### src/rtl/vending_pkg.sv
// Shared types and constants for the multi-product vending controller.
package vending_pkg;

  typedef enum logic [1:0] {
    IDLE   = 2'd0,
    CREDIT = 2'd1,
    VEND   = 2'd2,
    CHANGE = 2'd3
  } state_e;

  typedef enum logic [1:0] {
    NONE    = 2'd0,
    NICKEL  = 2'd1,
    DIME    = 2'd2,
    QUARTER = 2'd3
  } coin_e;

  localparam int unsigned NICKEL_C  = 32'd5;
  localparam int unsigned DIME_C    = 32'd10;
  localparam int unsigned QUARTER_C = 32'd25;

  // Total value in cents of the coin pulses seen in one cycle.
  function automatic int unsigned coin_sum(input logic n, input logic d, input logic q);
    int unsigned sum;
    sum = 32'd0;
    if (n) sum = sum + NICKEL_C; else sum = sum + 32'd0;
    if (d) sum = sum + DIME_C;   else sum = sum + 32'd0;
    if (q) sum = sum + QUARTER_C; else sum = sum + 32'd0;
    return sum;
  endfunction

endpackage

### src/rtl/vending_multi_change_dispenser.sv
// Greedy change dispenser: holds a remainder and pays it out one coin per
// cycle (quarter, then dime, then nickel). A load can issue its first coin in
// the same cycle so a refund starts paying immediately.
module change_dispenser
  import vending_pkg::*;
#(
  parameter int W = 8
) (
  input  logic         clk,
  input  logic         rst_n,
  input  logic         load_i,
  input  logic [W-1:0] load_val_i,
  input  logic         issue_i,
  output coin_e        coin_o,
  output logic [W-1:0] rem_next_o,
  output logic         done_o
);

  logic [W-1:0] rem_q, rem_d, src_s;
  coin_e        coin_q, coin_d;

  // Pick the largest coin that fits the remainder being paid out.
  always_comb begin
    coin_d = NONE;
    if (load_i) begin
      src_s = load_val_i;
    end else begin
      src_s = rem_q;
    end
    rem_d = src_s;
    if (!issue_i) begin
      coin_d = NONE;
    end else if (src_s >= W'(QUARTER_C)) begin
      coin_d = QUARTER;
      rem_d  = src_s - W'(QUARTER_C);
    end else if (src_s >= W'(DIME_C)) begin
      coin_d = DIME;
      rem_d  = src_s - W'(DIME_C);
    end else if (src_s != '0) begin
      coin_d = NICKEL;
      rem_d  = src_s - W'(NICKEL_C);
    end else begin
      coin_d = NONE;
    end
  end

  // Remainder and dispensed-coin registers; reset discards unpaid change.
  always_ff @(posedge clk) begin
    if (!rst_n) begin
      rem_q  <= '0;
      coin_q <= NONE;
    end else begin
      rem_q  <= rem_d;
      coin_q <= coin_d;
    end
  end

  assign coin_o     = coin_q;
  assign rem_next_o = rem_d;
  assign done_o     = (rem_q == '0);

endmodule

### src/rtl/vending_multi.sv
// Multi-product vending controller: saturating coin credit, runtime price
// table, per-product stock, greedy change and cancel refunds.
module vending_multi
  import vending_pkg::*;
#(
  parameter  int N_PROD     = 4,
  parameter  int CREDIT_W   = 8,
  parameter  int CREDIT_MAX = 200,
  parameter  int STOCK_W    = 4,
  parameter  int STOCK_MAX  = 10,
  localparam int ID_W       = (N_PROD > 1) ? $clog2(N_PROD) : 1
) (
  input  logic                       clk,
  input  logic                       rst_n,
  input  logic                       nickel,
  input  logic                       dime,
  input  logic                       quarter,
  input  logic                       sel_valid,
  input  logic [ID_W-1:0]            sel_id,
  input  logic                       cancel,
  input  logic                       restock,
  input  logic [N_PROD*CREDIT_W-1:0] prices,
  output logic                       soda,
  output logic [ID_W-1:0]            soda_id,
  output logic [1:0]                 change,
  output logic                       coin_reject,
  output logic                       sold_out,
  output logic [CREDIT_W-1:0]        credit,
  output logic                       busy
);

  localparam int SUM_W = CREDIT_W + 2;
  localparam logic [STOCK_W-1:0] STOCK_FULL = STOCK_W'(STOCK_MAX);
  localparam logic [STOCK_W-1:0] STOCK_ONE  = STOCK_W'(1);

  state_e              state_q, state_d;
  logic [CREDIT_W-1:0] credit_q, credit_d;
  logic [STOCK_W-1:0]  stock_q [N_PROD];
  logic [STOCK_W-1:0]  stock_d [N_PROD];

  logic [CREDIT_W-1:0] price_s;
  logic [STOCK_W-1:0]  stock_sel_s;
  logic                sel_hit_s, idle_like_s, any_coin_s;
  logic                cancel_acc_s, sel_acc_s, sel_empty_s, coin_take_s;
  logic [SUM_W-1:0]    coin_sum_s, credit_plus_s;

  logic                load_s, issue_s, done_s;
  logic [CREDIT_W-1:0] load_val_s, rem_next_s;
  coin_e               coin_s;

  logic                soda_q, soda_d, reject_q, reject_d, sold_out_q, sold_out_d;
  logic                busy_q, busy_d;
  logic [ID_W-1:0]     soda_id_q, soda_id_d;
  logic [CREDIT_W-1:0] credit_out_q, credit_out_d;

  // Look up price and stock of the selected product; out-of-range ids miss.
  always_comb begin
    price_s     = '0;
    stock_sel_s = '0;
    sel_hit_s   = 1'b0;
    for (int i = 0; i < N_PROD; i++) begin
      if (sel_id == ID_W'(i)) begin
        price_s     = prices[i*CREDIT_W +: CREDIT_W];
        stock_sel_s = stock_q[i];
        sel_hit_s   = 1'b1;
      end else begin
        sel_hit_s   = sel_hit_s;
      end
    end
  end

  // Decode which request wins this cycle: cancel, then select, then coins.
  always_comb begin
    idle_like_s   = (state_q == IDLE) || (state_q == CREDIT);
    any_coin_s    = nickel | dime | quarter;
    coin_sum_s    = SUM_W'(coin_sum(nickel, dime, quarter));
    credit_plus_s = {2'b00, credit_q} + coin_sum_s;
    cancel_acc_s  = cancel && (state_q == CREDIT);
    sel_empty_s   = idle_like_s && !cancel_acc_s && sel_valid && sel_hit_s &&
                    (stock_sel_s == '0);
    sel_acc_s     = idle_like_s && !cancel_acc_s && sel_valid && sel_hit_s &&
                    (stock_sel_s != '0) && (credit_q >= price_s);
    coin_take_s   = idle_like_s && any_coin_s && !cancel_acc_s && !sel_acc_s &&
                    (credit_plus_s <= SUM_W'(CREDIT_MAX));
  end

  // FSM next-state logic.
  always_comb begin
    state_d = state_q;
    case (state_q)
      IDLE, CREDIT: begin
        if (cancel_acc_s) begin
          state_d = CHANGE;
        end else if (sel_acc_s) begin
          state_d = VEND;
        end else if (coin_take_s) begin
          state_d = CREDIT;
        end else begin
          state_d = state_q;
        end
      end
      VEND: begin
        if (done_s) begin
          state_d = IDLE;
        end else begin
          state_d = CHANGE;
        end
      end
      CHANGE: begin
        if (done_s) begin
          state_d = IDLE;
        end else begin
          state_d = CHANGE;
        end
      end
      default: state_d = IDLE;
    endcase
  end

  // Credit accumulation, stock bookkeeping and dispenser control.
  always_comb begin
    stock_d  = stock_q;
    credit_d = credit_q;
    if (cancel_acc_s || sel_acc_s) begin
      credit_d = '0;
    end else if (coin_take_s) begin
      credit_d = credit_plus_s[CREDIT_W-1:0];
    end else begin
      credit_d = credit_q;
    end
    load_s  = cancel_acc_s || sel_acc_s;
    issue_s = cancel_acc_s || (state_q == VEND) || (state_q == CHANGE);
    if (cancel_acc_s) begin
      load_val_s = credit_q;
    end else begin
      load_val_s = credit_q - price_s;
    end
    for (int i = 0; i < N_PROD; i++) begin
      if (restock) begin
        stock_d[i] = STOCK_FULL;
      end else if (sel_acc_s && (sel_id == ID_W'(i))) begin
        stock_d[i] = stock_q[i] - STOCK_ONE;
      end else begin
        stock_d[i] = stock_q[i];
      end
    end
  end

  // Output next values; credit shows the remainder while busy.
  always_comb begin
    soda_d     = sel_acc_s;
    reject_d   = any_coin_s && !coin_take_s;
    sold_out_d = sel_empty_s;
    busy_d     = (state_d == VEND) || (state_d == CHANGE);
    if (sel_acc_s) begin
      soda_id_d = sel_id;
    end else begin
      soda_id_d = '0;
    end
    if (busy_d) begin
      credit_out_d = rem_next_s;
    end else begin
      credit_out_d = credit_d;
    end
  end

  // State register.
  always_ff @(posedge clk) begin
    if (!rst_n) begin
      state_q <= IDLE;
    end else begin
      state_q <= state_d;
    end
  end

  // Credit and stock registers; reset refills every product.
  always_ff @(posedge clk) begin
    if (!rst_n) begin
      credit_q <= '0;
      for (int i = 0; i < N_PROD; i++) begin
        stock_q[i] <= STOCK_FULL;
      end
    end else begin
      credit_q <= credit_d;
      stock_q  <= stock_d;
    end
  end

  // Registered outputs.
  always_ff @(posedge clk) begin
    if (!rst_n) begin
      soda_q       <= 1'b0;
      soda_id_q    <= '0;
      reject_q     <= 1'b0;
      sold_out_q   <= 1'b0;
      busy_q       <= 1'b0;
      credit_out_q <= '0;
    end else begin
      soda_q       <= soda_d;
      soda_id_q    <= soda_id_d;
      reject_q     <= reject_d;
      sold_out_q   <= sold_out_d;
      busy_q       <= busy_d;
      credit_out_q <= credit_out_d;
    end
  end

  change_dispenser #(
    .W (CREDIT_W)
  ) u_change (
    .clk        (clk),
    .rst_n      (rst_n),
    .load_i     (load_s),
    .load_val_i (load_val_s),
    .issue_i    (issue_s),
    .coin_o     (coin_s),
    .rem_next_o (rem_next_s),
    .done_o     (done_s)
  );

  assign soda        = soda_q;
  assign soda_id     = soda_id_q;
  assign change      = coin_s;
  assign coin_reject = reject_q;
  assign sold_out    = sold_out_q;
  assign credit      = credit_out_q;
  assign busy        = busy_q;

endmodule
### config.mk
export PLATFORM = sky130hd
export DESIGN_NAME = vending_multi
export DESIGN_NICKNAME = d
export VERILOG_FILES = /design/src/rtl/vending_pkg.sv /design/src/rtl/vending_multi_change_dispenser.sv /design/src/rtl/vending_multi.sv
export SDC_FILE = /design/constraint.sdc
export NUM_CORES = 1
export LEC_CHECK = 0
export CORE_MARGIN = 5
export CORE_UTILIZATION = 50
export DETAILED_ROUTE_END_ITERATION = 12
export GPL_TIMING_DRIVEN = 0
export PLACE_DENSITY_LB_ADDON = 0.1
export SYNTH_ARGS = -nofsm -noshare
export SYNTH_HDL_FRONTEND = slang
export SYNTH_SLANG_ARGS = --single-unit
### constraint.sdc
create_clock -name clk -period 6.4 [get_ports clk]
set_input_delay 1.28 -clock clk [delete_from_list [all_inputs] [get_ports clk]]
set_output_delay 1.28 -clock clk [all_outputs]
set_load 0.05 [all_outputs]
== After elaboration in Yosys (flattened, before gate mapping) ==
Cells that the tools add are included.

* Register bits after elaboration: 50
* Input bits: 42
* Output and inout port bits: 16
* Logic and storage cells: 107

* Add/subtract/negate cells: 11
* Order comparisons: 4
* Eq/ne operators: 8
* Multiplexer cells: 32
* Bitwise logic cells: 3
* Reductions and logical operators: 35

{| class="wikitable"
|+ Operators with widths
! cell !! number
|-
| $mux 8 || 13
|-
| $mux 10 || 2
|-
| $logic_and 1x1->1 || 16
|-
| $mux 4 || 4
|-
| $sub 4x1->4 const B || 4
|-
| $eq 2x2->1 const B || 6
|-
| $mux 2 || 6
|-
| $add 10x5->10 const B || 1
|-
| $add 8x10->10 || 1
|-
| $le 10x8->1 const B || 1
|-
| $ge 8x4->1 const B || 1
|-
| $ge 8x5->1 const B || 1
|-
| $ge 8x8->1 || 1
|-
| $logic_not 8->1 || 1
|-
| $reduce_bool 8->1 || 1
|-
| $sub 8x3->8 const B || 1
|-
| $sub 8x4->8 const B || 1
|-
| $sub 8x5->8 const B || 1
|-
| $sub 8x8->8 || 1
|-
| $reduce_or 2->1 || 3
|-
| $add 3x4->5 const B || 1
|-
| $logic_or 1x1->1 || 5
|-
| $mux 1 || 5
|-
| $eq 2x1->1 const B || 2
|-
| 9 further kinds || 14
|}

== Depth between registers and ports, before layout ==
Gate-level depths: netlist of run 1.

* Depth in word-level cells: 18
* Gate-level depth with buffers: 20
* Gate-level depth less buffers: 17

== By module ==
Synthesis of run 1 repeated with hierarchy kept, for this count alone.

* Cell total of the unflattened synthesis: 507
* Area, all modules: 4120.2 sq um

{| class="wikitable"
|+ By module, submodules not included
! module !! times used !! cells an instance !! area an instance (sq um) !! seq. area each (sq um)
|-
| vending_multi || 1 || 343 || 2840.2 || 800.8
|-
| change_dispenser || 1 || 164 || 1280.0 || 200.2
|}

== Least setup slack after synthesis of run 1 ==
Ideal clock, no wire load.

* Path kind: input to register
* Start point: in sel_id[0]
* End point: reg credit_out_q[0] (netlist: credit[0])
* Library setup time: 117 ps
* Arrival: 5669 ps
* Data required time: 6283 ps
* Slack: 615 ps
* Stages on the path: 19
* Path buffers: 2
* Cells stage by stage: buf_6 > clkbuf_1 > mux4_2 > ha_1 > fa_1 > nand2b_1 > a31o_1 > a31o_2 > nor3_1 > a31oi_1 > inv_1 > ha_1 > nor2b_1 > o21ai_1 > a211oi_4 > a21boi_2 > nor2_1 > xnor2_1 > o22a_1

* Word-level cells in the longest chain between the ends: 18
* Elaborated cells on any way between the ends: 48
* Those cells by class: add/sub: 4; order compare: 3; eq/ne: 5; mux: 25; reduce/logical: 11

{| class="wikitable"
|+ Ends and longest elaborated chain
! element !! line !! text
|-
| from (decl) || vending_multi.sv:19 || <nowiki>input logic [ID_W-1:0] sel_id,</nowiki>
|-
| branches (longest 17 deep; another with $sub 8x8->8) || - ||
|-
| $mux 8 * || vending_multi.sv:160 || <nowiki>if (busy_d) begin</nowiki>
|-
| to (signal assigned) || vending_multi.sv:204 || <nowiki>credit_out_q <= credit_out_d;</nowiki>
|-
| to (decl) || vending_multi.sv:54 || <nowiki>logic [CREDIT_W-1:0] credit_out_q, credit_out_d;</nowiki>
|}

Mark *: on every way between the ends.
A chain may end at the register's enable or synchronous reset.

== Worst setup path after layout of run 1 ==
* Start point: in prices[24]
* End point: reg credit_out_q[0] (netlist: credit[0])

* Word-level cells in the longest chain between the ends: 13
* Elaborated cells on any way between the ends: 30
* Those cells by class: add/sub: 4; order compare: 3; eq/ne: 2; mux: 14; reduce/logical: 7

{| class="wikitable"
|+ Ends and longest elaborated chain
! element !! line !! text
|-
| from (decl) || vending_multi.sv:22 || <nowiki>input logic [N_PROD*CREDIT_W-1:0] prices,</nowiki>
|-
| $mux 8 * || vending_multi.sv:62 || <nowiki>if (sel_id == ID_W'(i)) begin</nowiki>
|-
| branches (longest 11 deep; another with $sub 8x8->8) || - ||
|-
| $mux 8 * || vending_multi.sv:160 ||
|}

Marks and branches as above.

==> results of run 1 <==
==> critical path, cell delays in order <==
cell             delay [ns]
clkdlybuf4s50_1        0.40
mux4_2                 0.49
ha_1                   0.23
fa_1                   0.40
nand2b_1               0.19
a31o_1                 0.27
a31o_2                 0.28
nor3_1                 0.28
a31oi_1                0.12
inv_1                  0.20
ha_1                   0.36
nor2b_1                0.17
o21ai_1                0.14
a211oi_4               0.52
a21boi_2               0.33
nor2_1                 0.08
xnor2_1                0.28
o22a_1                 0.21
==> layout by cell type, fill, tap and decap left out, drive strengths merged, types with 5 or more instances in the layout <==
cell,count
nand2,54
clkdlybuf4s50,53
dfxtp,50
nor2,42
inv,34
a21oi,33
ha,26
o21ai,26
nand3,20
clkbuf,16
nor3,13
and2,12
buf,12
xnor2,11
nand4,9
a211oi,9
mux4,8
nor2b,8
a31oi,8
nor4,7
a21o,6
o211ai,6
xor2,5
o22a,5
mux2i,5
a21boi,5
==> synthesized netlist by cell type (6+ instances only) <==
master    count
nand2_1      53
dfxtp_1      50
nor2_1       42
inv_1        34
a21oi_1      30
ha_1         26
o21ai_0      24
nand3_1      20
and2_1       12
nor3_1       12
clkbuf_1     11
xnor2_1      11
mux4_2        8
nand4_1       8
nor2b_1       8
a211oi_1      6
a21o_1        6
a31oi_1       6
nor4_1        6
o211ai_1      6
==> state kept, by name, indices dropped and copies added, names as in the netlist <==
register and count:
stock_q 16, credit 8, credit_q 8, u_change.rem_q 8
soda_id 2, state_q 2, u_change.coin_o 2, busy 1
coin_reject 1, soda 1, sold_out 1
==> power by group <==
group	total, uW	leakage [uW]	switching (uW)	internal (uW)
Sequential	430	0.000408	56.5	373
Clock	233	0.0000573	107	125
Combinational	1160	0.00143	708	455
==> metal layers <==
metal | up-vias | track usage
li1 | 1941 | -
met1 | 1836 | 0.308
met2 | 161 | 0.361
met3 | 18 | 0.0341
met4 | 0 | 0.0609
met5 | - | 0
==> cells by family after synthesis <==
family | after synthesis
muxes | 14
DFF | 50
AOI/OAI and AO/OA | 140
adders and majority gates | 28
xor gates and xnor gates | 16
buffers and inverters | 57
and+or+nand+nor | 194
==> stage by stage <==
stage	total power [uW]	cells
floorplan	1290	499
global placement	1560	654
detailed placement	1580	654
CTS	1820	661
global route	1960	660
finish	1830	660
==> area by class of cell <==
cell class / instances / area (sq um)
clock buffers: 6 / 82.6
multi-input cells: 392 / 2800
repair buffers: 53 / 531
inverters: 34 / 128
clock inverters: 1 / 30.0
plain buffers: 22 / 115
well taps: 102 / 128
fillers: 703 / 3000
flip-flops and latches: 50 / 1000
==> path summary, 6_finish.rpt <==
path                            slack [ns]        start         end  cells after the start
worst min register to register        0.46   stock_q[7]  stock_q[7]                      2
worst max register to register        1.79  credit_q[1]   credit[0]                     16
worst min-delay path                  0.46   stock_q[7]  stock_q[7]                      2
worst max-delay path                  0.43   prices[24]   credit[0]                     18
==> results.toml, run 1 <==
[route]
antenna_left = 0
vias = 3956
drt_iter0_markers = 263
remaining_drc_errors = 0
dr_wl_met2_um = 4970
wl_um = 10800
wl_met3_um = 704
avgRoutedWirePerCell_um = 16.4
drtPass1Iterations = 5
top_layer = "met4"
wirelength_met1_um = 4940
post_drt_via_cell_ratio = 5.99

[die]
die_h_um = 99.9
dieWidth_um = 99.9
boundaryPins = 58
start_util = 0.518
num_rows = 32
core_sq_mm = 0.00781
dieArea_sq_mm = 0.00999

[sta]
min_period_ns = 5.97
fin_ws_ns = 0.430
timing.final.hold_violations = 0
rsz0062_at_grt = "false"
clock.fmax_mhz = 168
period_share = 0.933
worst_pin_slew_ns = 0.662
maxSlewViolCount = 0
final-setup-viol-count = 0
finalSetupTns_ns = 0
slew_headroom = 0.556
finClkSkew_ns = 0.00875
whs_ns = 0.458

[global_routing]
antenna_found_initial = 0
grt_pass1_vias = 3760
grt_pass1_wl_um = 18200
grt_util_all_layers = 0.223
grt_max_degree = 15
gr-total-overflow = 0

[synth]
synth_nets = 569
syn-cell-area_sq_mm = 0.00405
synth.area.top_cells = "dfxtp_1, ha_1, nand2_1"
yosysSeqAreaShare = 0.247
syn_area_per_cell_sq_um = 8.11
synth_cell_type_count = 79
synthAdderAreaFrac = 0.0903
synth_enable_flop_cells = 0
ys_warn_count = 0
muxShareOfSynthArea = 0.0597
synth_compound_gate_area_share = 0.263
netlist_instances = 499
synth_top_family_by_area = "compound AO/OA/AOI/OAI gates"
yosys.area_share.xor_xnor = 0.0346
synth_top_area_frac = 0.247
postSynth.asyncResetShare = 0
ys_ff_latch = 50
synth_ff_type = "dfxtp_1"
synth_simple_gate_area_frac = 0.244
synth_top_cell_by_area = "dfxtp_1"

[finish]
final_area_sq_mm = 0.00481
postLayoutCoreUtil = 0.616
antenna_cells = 0
final_net_count = 628
drive_gt1_frac = 0.0914
syn_to_final_growth_pct = 19.0

[job]
max-cap-violations = 0

[pwr]
vdd_ir_drop_max_mv = 0.140
power.density_mw_per_mm2 = 379
p_leak_uw = 0.00189

[setup_path]
crit_required_ns = 6.64
critical_path_class = "in -> reg"
crit_arrival_ns = 6.21
crit_path_start_kind = "input pin"
cp_max_fo = 10
end_kind = "register"

[clock_network]
cts_buffer_depth = 2
cts_tree = "done"
cts_hold_buf = 0
clkTransAtPathRegs_ns = 0.09
cts_resized = 0
cts.sinks = 50
cts_buffers = 5
clock_latency_ns = 0.30
cts_setup_buffers = 0
cts_root_buf = "clkbuf_8"
htreeDepth = 2

[outcome]
outcome = "completed"

[worst_hold_path]
hp-class = "reg -> reg"

[place]
dpl_cell_area_sq_mm = 0.00470
gp_congestion = 0.952
pre_cts_ws_ns = -0.177
dp_hpwl_um = 8630
port_buffers = 53
Power figures use the tool's default switching activity.
==> run 2, diff against run 1 <==
--- a/config.mk
+++ b/config.mk
@@ -5,6 +5,7 @@
 export SDC_FILE = /design/constraint.sdc
 export NUM_CORES = 1
 export LEC_CHECK = 0
+export CAP_MARGIN = 20
 export CORE_MARGIN = 5
 export CORE_UTILIZATION = 50
 export DETAILED_ROUTE_END_ITERATION = 12
==> results of run 2 <==
The final DEF is identical to that of run 1; final timing and power are the same.
